===== src/rtl/gbuff_reader_if.sv =====
// rtl/gbuff_reader_if.sv - command, buffer-port and output-stream bundle of gbuff_reader
`ifndef ADDR_WIDTH
`define ADDR_WIDTH 16
`endif
`ifndef WORD_WIDTH
`define WORD_WIDTH 32
`endif

interface gbuff_reader_if #(
   parameter int ADDR_WIDTH = `ADDR_WIDTH,
   parameter int WORD_WIDTH = `WORD_WIDTH,
   parameter int LEN_WIDTH  = 16
);
   logic                  start_i;
   logic [ADDR_WIDTH-1:0] base_addr_i;
   logic [LEN_WIDTH-1:0]  len_i;
   logic [ADDR_WIDTH-1:0] stride_i;
   logic                  busy_o;
   logic                  done_o;
   logic                  gbuff_wr_en_o;
   logic [ADDR_WIDTH-1:0] gbuff_addr_o;
   logic [WORD_WIDTH-1:0] gbuff_data_i;
   logic [WORD_WIDTH-1:0] data_o;
   logic                  valid_o;
   logic                  ready_i;

   modport master (
      input  start_i, base_addr_i, len_i, stride_i, gbuff_data_i, ready_i,
      output busy_o, done_o, gbuff_wr_en_o, gbuff_addr_o, data_o, valid_o
   );

   modport slave (
      output start_i, base_addr_i, len_i, stride_i, gbuff_data_i, ready_i,
      input  busy_o, done_o, gbuff_wr_en_o, gbuff_addr_o, data_o, valid_o
   );
endinterface


===== src/rtl/gbuff_reader.sv =====
// rtl/gbuff_reader.sv - strided global-buffer reader with credit-tracked output FIFO
// Optional abort port enabled by defining GBUFF_READER_ABORT_EN.
`ifndef ADDR_WIDTH
`define ADDR_WIDTH 16
`endif
`ifndef WORD_WIDTH
`define WORD_WIDTH 32
`endif

module gbuff_reader #(
   parameter int ADDR_WIDTH = `ADDR_WIDTH,
   parameter int WORD_WIDTH = `WORD_WIDTH,
   parameter int LEN_WIDTH  = 16,
   parameter int FIFO_DEPTH = 4
) (
   input  logic clk_i,
   input  logic rst_ni,
`ifdef GBUFF_READER_ABORT_EN
   input  logic abort_i,
`endif
   gbuff_reader_if.master bus
);

   localparam int PW = (FIFO_DEPTH > 1) ? $clog2(FIFO_DEPTH) : 1;
   localparam int CW = $clog2(FIFO_DEPTH + 1);

   typedef enum logic [1:0] {S_IDLE, S_RUN, S_DONE} state_e;

   state_e                state_q, state_d;
   logic [LEN_WIDTH-1:0]  len_q, len_d;
   logic [LEN_WIDTH-1:0]  issue_cnt_q, issue_cnt_d;
   logic [LEN_WIDTH-1:0]  pop_cnt_q, pop_cnt_d;
   logic [ADDR_WIDTH-1:0] stride_q, stride_d;
   logic [ADDR_WIDTH-1:0] next_addr_q, next_addr_d;
   logic [ADDR_WIDTH-1:0] addr_q, addr_d;
   logic [PW-1:0]         wr_ptr_q, wr_ptr_d;
   logic [PW-1:0]         rd_ptr_q, rd_ptr_d;
   logic [CW-1:0]         count_q, count_d;
   logic                  inflight_q, inflight_d;
   logic [WORD_WIDTH-1:0] fifo_mem_q [FIFO_DEPTH];
   logic                  issue, push, pop, kill, abort;

`ifdef GBUFF_READER_ABORT_EN
   assign abort = abort_i;
`else
   assign abort = 1'b0;
`endif

   function automatic logic [PW-1:0] ptr_inc(input logic [PW-1:0] p);
      return (32'(p) == FIFO_DEPTH - 1) ? '0 : p + PW'(1);
   endfunction

   always_comb begin
      state_d     = state_q;
      len_d       = len_q;
      issue_cnt_d = issue_cnt_q;
      pop_cnt_d   = pop_cnt_q;
      stride_d    = stride_q;
      next_addr_d = next_addr_q;
      addr_d      = addr_q;
      wr_ptr_d    = wr_ptr_q;
      rd_ptr_d    = rd_ptr_q;
      count_d     = count_q;
      inflight_d  = 1'b0;
      issue       = 1'b0;
      kill        = abort && (state_q == S_RUN);
      push        = inflight_q && !kill;
      pop         = (count_q != '0) && bus.ready_i && !kill;

      unique case (state_q)
         S_IDLE: begin
            if (bus.start_i) begin
               len_d       = bus.len_i;
               stride_d    = bus.stride_i;
               next_addr_d = bus.base_addr_i;
               issue_cnt_d = '0;
               pop_cnt_d   = '0;
               state_d     = (bus.len_i == '0) ? S_DONE : S_RUN;
            end
         end
         S_RUN: begin
            // A read only goes out if a FIFO slot is guaranteed for its return data.
            issue = !kill && (issue_cnt_q < len_q) &&
                    ((32'(count_q) + 32'(inflight_q)) < 32'(FIFO_DEPTH));
            if (pop && (pop_cnt_q == len_q - LEN_WIDTH'(1)))
               state_d = S_DONE;
         end
         S_DONE:  state_d = S_IDLE;
         default: state_d = S_IDLE;
      endcase

      if (issue) begin
         addr_d      = next_addr_q;
         next_addr_d = next_addr_q + stride_q;
         issue_cnt_d = issue_cnt_q + LEN_WIDTH'(1);
      end
      inflight_d = issue;
      if (push) wr_ptr_d = ptr_inc(wr_ptr_q);
      if (pop) begin
         rd_ptr_d  = ptr_inc(rd_ptr_q);
         pop_cnt_d = pop_cnt_q + LEN_WIDTH'(1);
      end
      count_d = count_q + CW'(push) - CW'(pop);

      if (kill) begin
         state_d  = S_IDLE;
         wr_ptr_d = '0;
         rd_ptr_d = '0;
         count_d  = '0;
      end
   end

   always_ff @(posedge clk_i) begin
      if (!rst_ni) begin
         state_q     <= S_IDLE;
         len_q       <= '0;
         issue_cnt_q <= '0;
         pop_cnt_q   <= '0;
         stride_q    <= '0;
         next_addr_q <= '0;
         addr_q      <= '0;
         wr_ptr_q    <= '0;
         rd_ptr_q    <= '0;
         count_q     <= '0;
         inflight_q  <= 1'b0;
      end else begin
         state_q     <= state_d;
         len_q       <= len_d;
         issue_cnt_q <= issue_cnt_d;
         pop_cnt_q   <= pop_cnt_d;
         stride_q    <= stride_d;
         next_addr_q <= next_addr_d;
         addr_q      <= addr_d;
         wr_ptr_q    <= wr_ptr_d;
         rd_ptr_q    <= rd_ptr_d;
         count_q     <= count_d;
         inflight_q  <= inflight_d;
      end
   end

   // Storage is not reset; data_o is masked by valid so stale entries never leak.
   always_ff @(posedge clk_i) begin
      if (push) fifo_mem_q[wr_ptr_q] <= bus.gbuff_data_i;
   end

   assign bus.gbuff_addr_o  = issue ? next_addr_q : addr_q;
   assign bus.valid_o       = (count_q != '0);
   assign bus.data_o        = bus.valid_o ? fifo_mem_q[rd_ptr_q] : '0;
   assign bus.busy_o        = (state_q == S_RUN);
   assign bus.done_o        = (state_q == S_DONE);
   assign bus.gbuff_wr_en_o = 1'b0;

endmodule


===== src/flat_wrapper.sv =====
// flat-port wrapper written by rule: the top's interface ports become plain ports
module gbuff_reader_flat 
#(
   parameter int ADDR_WIDTH = `ADDR_WIDTH,
   parameter int WORD_WIDTH = `WORD_WIDTH,
   parameter int LEN_WIDTH  = 16,
   parameter int FIFO_DEPTH = 4
)
  (clk_i, rst_ni, bus_start_i, bus_base_addr_i, bus_len_i, bus_stride_i, bus_gbuff_data_i, bus_ready_i, bus_busy_o, bus_done_o, bus_gbuff_wr_en_o, bus_gbuff_addr_o, bus_data_o, bus_valid_o);
  gbuff_reader_if #(.ADDR_WIDTH(ADDR_WIDTH), .WORD_WIDTH(WORD_WIDTH), .LEN_WIDTH(LEN_WIDTH)) bus_i ();
  input  logic clk_i;
  input  logic rst_ni;
  input wire logic [$bits(bus_i.start_i)-1:0] bus_start_i;
  input wire logic [$bits(bus_i.base_addr_i)-1:0] bus_base_addr_i;
  input wire logic [$bits(bus_i.len_i)-1:0] bus_len_i;
  input wire logic [$bits(bus_i.stride_i)-1:0] bus_stride_i;
  input wire logic [$bits(bus_i.gbuff_data_i)-1:0] bus_gbuff_data_i;
  input wire logic [$bits(bus_i.ready_i)-1:0] bus_ready_i;
  output wire logic [$bits(bus_i.busy_o)-1:0] bus_busy_o;
  output wire logic [$bits(bus_i.done_o)-1:0] bus_done_o;
  output wire logic [$bits(bus_i.gbuff_wr_en_o)-1:0] bus_gbuff_wr_en_o;
  output wire logic [$bits(bus_i.gbuff_addr_o)-1:0] bus_gbuff_addr_o;
  output wire logic [$bits(bus_i.data_o)-1:0] bus_data_o;
  output wire logic [$bits(bus_i.valid_o)-1:0] bus_valid_o;
  assign bus_i.start_i = bus_start_i;
  assign bus_i.base_addr_i = bus_base_addr_i;
  assign bus_i.len_i = bus_len_i;
  assign bus_i.stride_i = bus_stride_i;
  assign bus_i.gbuff_data_i = bus_gbuff_data_i;
  assign bus_i.ready_i = bus_ready_i;
  assign bus_busy_o = bus_i.busy_o;
  assign bus_done_o = bus_i.done_o;
  assign bus_gbuff_wr_en_o = bus_i.gbuff_wr_en_o;
  assign bus_gbuff_addr_o = bus_i.gbuff_addr_o;
  assign bus_data_o = bus_i.data_o;
  assign bus_valid_o = bus_i.valid_o;
  gbuff_reader #(.ADDR_WIDTH(ADDR_WIDTH), .WORD_WIDTH(WORD_WIDTH), .LEN_WIDTH(LEN_WIDTH), .FIFO_DEPTH(FIFO_DEPTH)) u_core (.clk_i(clk_i), .rst_ni(rst_ni), .bus(bus_i));
endmodule

===== config.mk =====
export PLATFORM = sky130hd
export DESIGN_NAME = gbuff_reader_flat
export DESIGN_NICKNAME = d
export VERILOG_FILES = /design/src/rtl/gbuff_reader_if.sv /design/src/rtl/gbuff_reader.sv /design/src/flat_wrapper.sv
export SDC_FILE = /design/constraint.sdc
export NUM_CORES = 1
export LEC_CHECK = 0
export CORE_MARGIN = 2
export CORE_UTILIZATION = 52
export CTS_BUF_LIST = sky130_fd_sc_hd__clkbuf_4 sky130_fd_sc_hd__clkbuf_8
export CTS_CLUSTER_DIAMETER = 50
export DETAILED_ROUTE_END_ITERATION = 8
export HOLD_SLACK_MARGIN = 0.12
export PLACE_DENSITY = 0.84
export REMOVE_ABC_BUFFERS = 1
export SLEW_MARGIN = 40
export SYNTH_ARGS = -nofsm -noshare
export SYNTH_HDL_FRONTEND = slang
export SYNTH_SLANG_ARGS = --single-unit

===== constraint.sdc =====
create_clock -name clk_i -period 2.6 [get_ports clk_i]
set_clock_uncertainty 0.2 [all_clocks]
set_input_delay 0.39 -clock clk_i [delete_from_list [all_inputs] [get_ports clk_i]]
set_output_delay 0.39 -clock clk_i [all_outputs]
set_load 0.02 [all_outputs]

==> run metrics <==
status complete, but fails checks; violations in the final reports negative setup slack; width of the chip 150 um; Routed met1 length 11.6 mm; Initial DRC Count 683; number of antenna violations at the first check in global routing 0; full die area 0.0224 mm^2; global-route wire length before repair between 40 and 50 mm; layout cell share with drive strength beyond 1 27.0%; die span in y 150 um; TritonCTS Buffers 39; transition time of the tightest slew-check pin 0.568 ns; post-route clock period utilization 129%; area added between synthesis and finish 31.3%; count of placed standard cells in the final layout, fillers left out 1504; synthesized area per cell 11.3 um^2; number of max-capacitance violations reported 0; cell with the most instances after synthesis nand2_1; Min-Delay Path Class in -> reg; Period minus WS final 3.36 ns; Worst Path Required 2.01 ns; part of the total power dissipated in the clock network a little under 30%; count of buffering cells on the critical path with inverters included 4; half-perimeter wire length after placement roughly 17 mm; clock tree from TritonCTS built; worst path cell trace inv_2, ha_4, a21oi_2, nand2_1, a22oi_2, a31oi_4, buf_4, buf_6, nor2_4, mux2_4, buf_6; number of buffers inserted for hold repair after clock tree synthesis 0; Core Region 0.0210 mm^2; total instance count after detailed placement 1412; total of buffers placed on input and output ports around 130; wirelength, routed 28.3 mm; ANT cells 0; sequential element share of the synthesized area a little over half; family of cells with the greatest summed delay on the critical path compound AO/OA/AOI/OAI gates; Max transition margin 62.1%; GRT Util Overall 24.2%; post-synthesis cell type with the largest combined area edfxtp_1; Nets 1329; average routed wire per standard cell roughly 19 um; clk root buf clkbuf_8; Yosys top cell area share 34.8%; count of flip-flops with a built-in enable after synthesis 128; via density per instance 5.77; internal power contribution 7550 uW; clock latency of the later-clocked register in the worst-skew pair 0.54 ns; Final Max Slew Viols 0; starting density of the core 52.8%; largest fanout on the critical path 3; Reg clk slew, reported paths 0.06 ns; maximum clock frequency ~300 MHz; top post-synthesis cells by area edfxtp_1 (35%), dfxtp_1 (20%), mux4_2 (6.5%), ha_1 (4.6%), nand2_1 (4.4%); sum of met3 wire segment lengths after detailed routing 2.08 mm; setup repair after global routing missed its margin yes; count of cell types in the netlist 71; fraction of power consumed by sequential logic between 30% and 40%; number of setup violations in the final report 38; post-synthesis async set-or-reset flop share 0%; maximum root-to-sink buffer count 3; Power Dens Cells 747 mW/mm^2; FF+latch count, synth 236; number of antenna-violating nets in the routed design 0; Max IR drop VDD 0.000441 V; slowest cell on the critical path dfxtp_2; end-of-flow core utilization 69.3%; Crit path largest cell delay roughly 0.34 ns; final worst-path setup slack -0.761 ns; synthesized area 0.0111 mm^2; DR DRC count 0; last weighted congestion value of the routability-driven placer around 0.86; sort of element at the start of the critical path flip-flop; htree depth 2; number of standard cells after synthesis 980; crit path kind reg -> out; gr ovfl total 0; via total after detailed routing between 8000 and 9000; switching fraction of total power 30.5%; combinational cell fraction of total power 31.7%; maximum number of pins on one net before global-route repair 47; via count of the first global-routing pass 8571; reported leakage power 0.00552 uW; met2 wire length 13.8 mm; prevailing post-synth register cell edfxtp_1; Pre-Repair DR Iteration Count 6; top metal layer carrying routed signals met4; total number of clock tree sinks 236; kind of end point of the critical path output pin; cell seen most often among critical-path stages buf_6; count of final hold-check violations 0; data arrival time of the critical path ~2.8 ns; worst slack, placed -0.626 ns; floorplan row count 53; Post-synth top cells nand2_1 (129), edfxtp_1 (128), dfxtp_1 (108); layout filler cell count 1491; # IOs 136; net switching power 3310 uW; power consumption 10900 uW; number of warnings reported in the yosys synthesis log 0
-- registers in the layout (all words and copies together) (netlist names), named ones only --
signal	cells
u_core.pop_cnt_q	16
u_core.state_q	2
u_core.wr_ptr_q	2
u_core.next_addr_q	16
u_core.len_q	16
u_core.issue_cnt_q	16
u_core.inflight_q	1
u_core.stride_q	16
u_core.rd_ptr_q	2
u_core.fifo_mem_q	128
u_core.count_q	3
u_core.addr_q	16
-- metrics by stage --
| step | instance area (um^2) | setup TNS [ns] | hold WS [ns] |
|---|---|---|---|
| after floorplan | 10800 | -38.73 | 0.240 |
| after global placement | 13100 | -9.28 | 0.249 |
| after detailed placement | 13100 | -10.00 | 0.254 |
| after CTS | 14300 | -10.86 | 0.181 |
| after global routing | 14500 | -13.66 | 0.198 |
| final | 14500 | -12.34 | 0.208 |
-- layout by cell type (no fill, tap or decap), types with 15 or more instances in the layout --
| cell | n |
|---|---|
| nor2_1 | 38 |
| nand2_1 | 126 |
| buf_2 | 25 |
| mux4_2 | 32 |
| and2_1 | 23 |
| a21oi_1 | 80 |
| ha_1 | 33 |
| clkdlybuf4s50_1 | 85 |
| clkbuf_4 | 15 |
| clkbuf_8 | 44 |
| inv_1 | 30 |
| nand3_1 | 39 |
| buf_4 | 75 |
| buf_6 | 26 |
| dfxtp_1 | 102 |
| o21ai_0 | 28 |
| nor2b_1 | 27 |
| edfxtp_1 | 128 |
| xnor2_1 | 25 |
-- metal layers --
metal  track usage [%]  vias up
met5                 0        -
li1                  -     4029
met1              31.1     4173
met4              7.74        0
met2              41.5      391
met3              4.57       80
-- power by group through the flow --
stage	Combinational (uW)	Clock (uW)	Sequential, uW
2_1_floorplan	1520	0	4340
3_3_place_gp	2840	0	4260
3_5_place_dp	2900	0	4270
4_1_cts	3190	3260	4190
5_1_grt	3660	3450	4200
6_report	3440	3220	4190
-- tightest hold or removal path, delay by kind of cell --
kind	cells	cell delay, ns
buf+inv	1	0.40
compound gates	1	0.05
simple gates	1	0.06
-- final timing paths --
| path | start | endpoint | depth (start not counted) | slack, ns |
|---|---|---|---|---|
| max reg2reg | u_core.len_q[6] | u_core.issue_cnt_q[6] | 12 | -0.10 |
| min reg2reg | u_core.stride_q[11] | u_core.stride_q[11] | 2 | 0.26 |
| min | bus_stride_i[11] | u_core.stride_q[11] | 3 | 0.21 |
| max | u_core.len_q[6] | bus_gbuff_addr_o[11] | 11 | -0.76 |
-- timing repair --
action | 4_1_cts | 5_1_grt
cloned | 4 | 0
hold endpoints to repair | 0 | 0
buffers inserted | 18 | 10
pin swaps | 12 | 14
gates resized for setup | 265 | 79
setup endpoints to repair | 58 | 67
-- area by class of cell --
cell class              instances  area (um^2)  share of cell area (%)
clock buffers                  59          718                    4.95
clock inverters                 9         48.8                   0.336
inverters                      35          131                   0.905
multi-input cells             659         5040                    34.7
flip-flops and latches        236         6020                    41.4
well taps                     275          344                    2.37
repair buffers                231         2230                    15.3
-- logic make-up (layout without fill, tap and decap cells) --
logic type / after synthesis / count (layout) / synth area share, %
other: 1 / 1 / 0.0339
and+or+nand+nor: 343 / 343 / 15.6
adders and majority gates: 43 / 43 / 5.00
DFF: 236 / 236 / 54.3
buffers and inverters: 85 / 334 / 3.51
xor gates and xnor gates: 38 / 38 / 3.01
muxes: 56 / 56 / 8.88
AOI/OAI and AO/OA: 178 / 178 / 9.70
(Power assumes the default switching activity.)
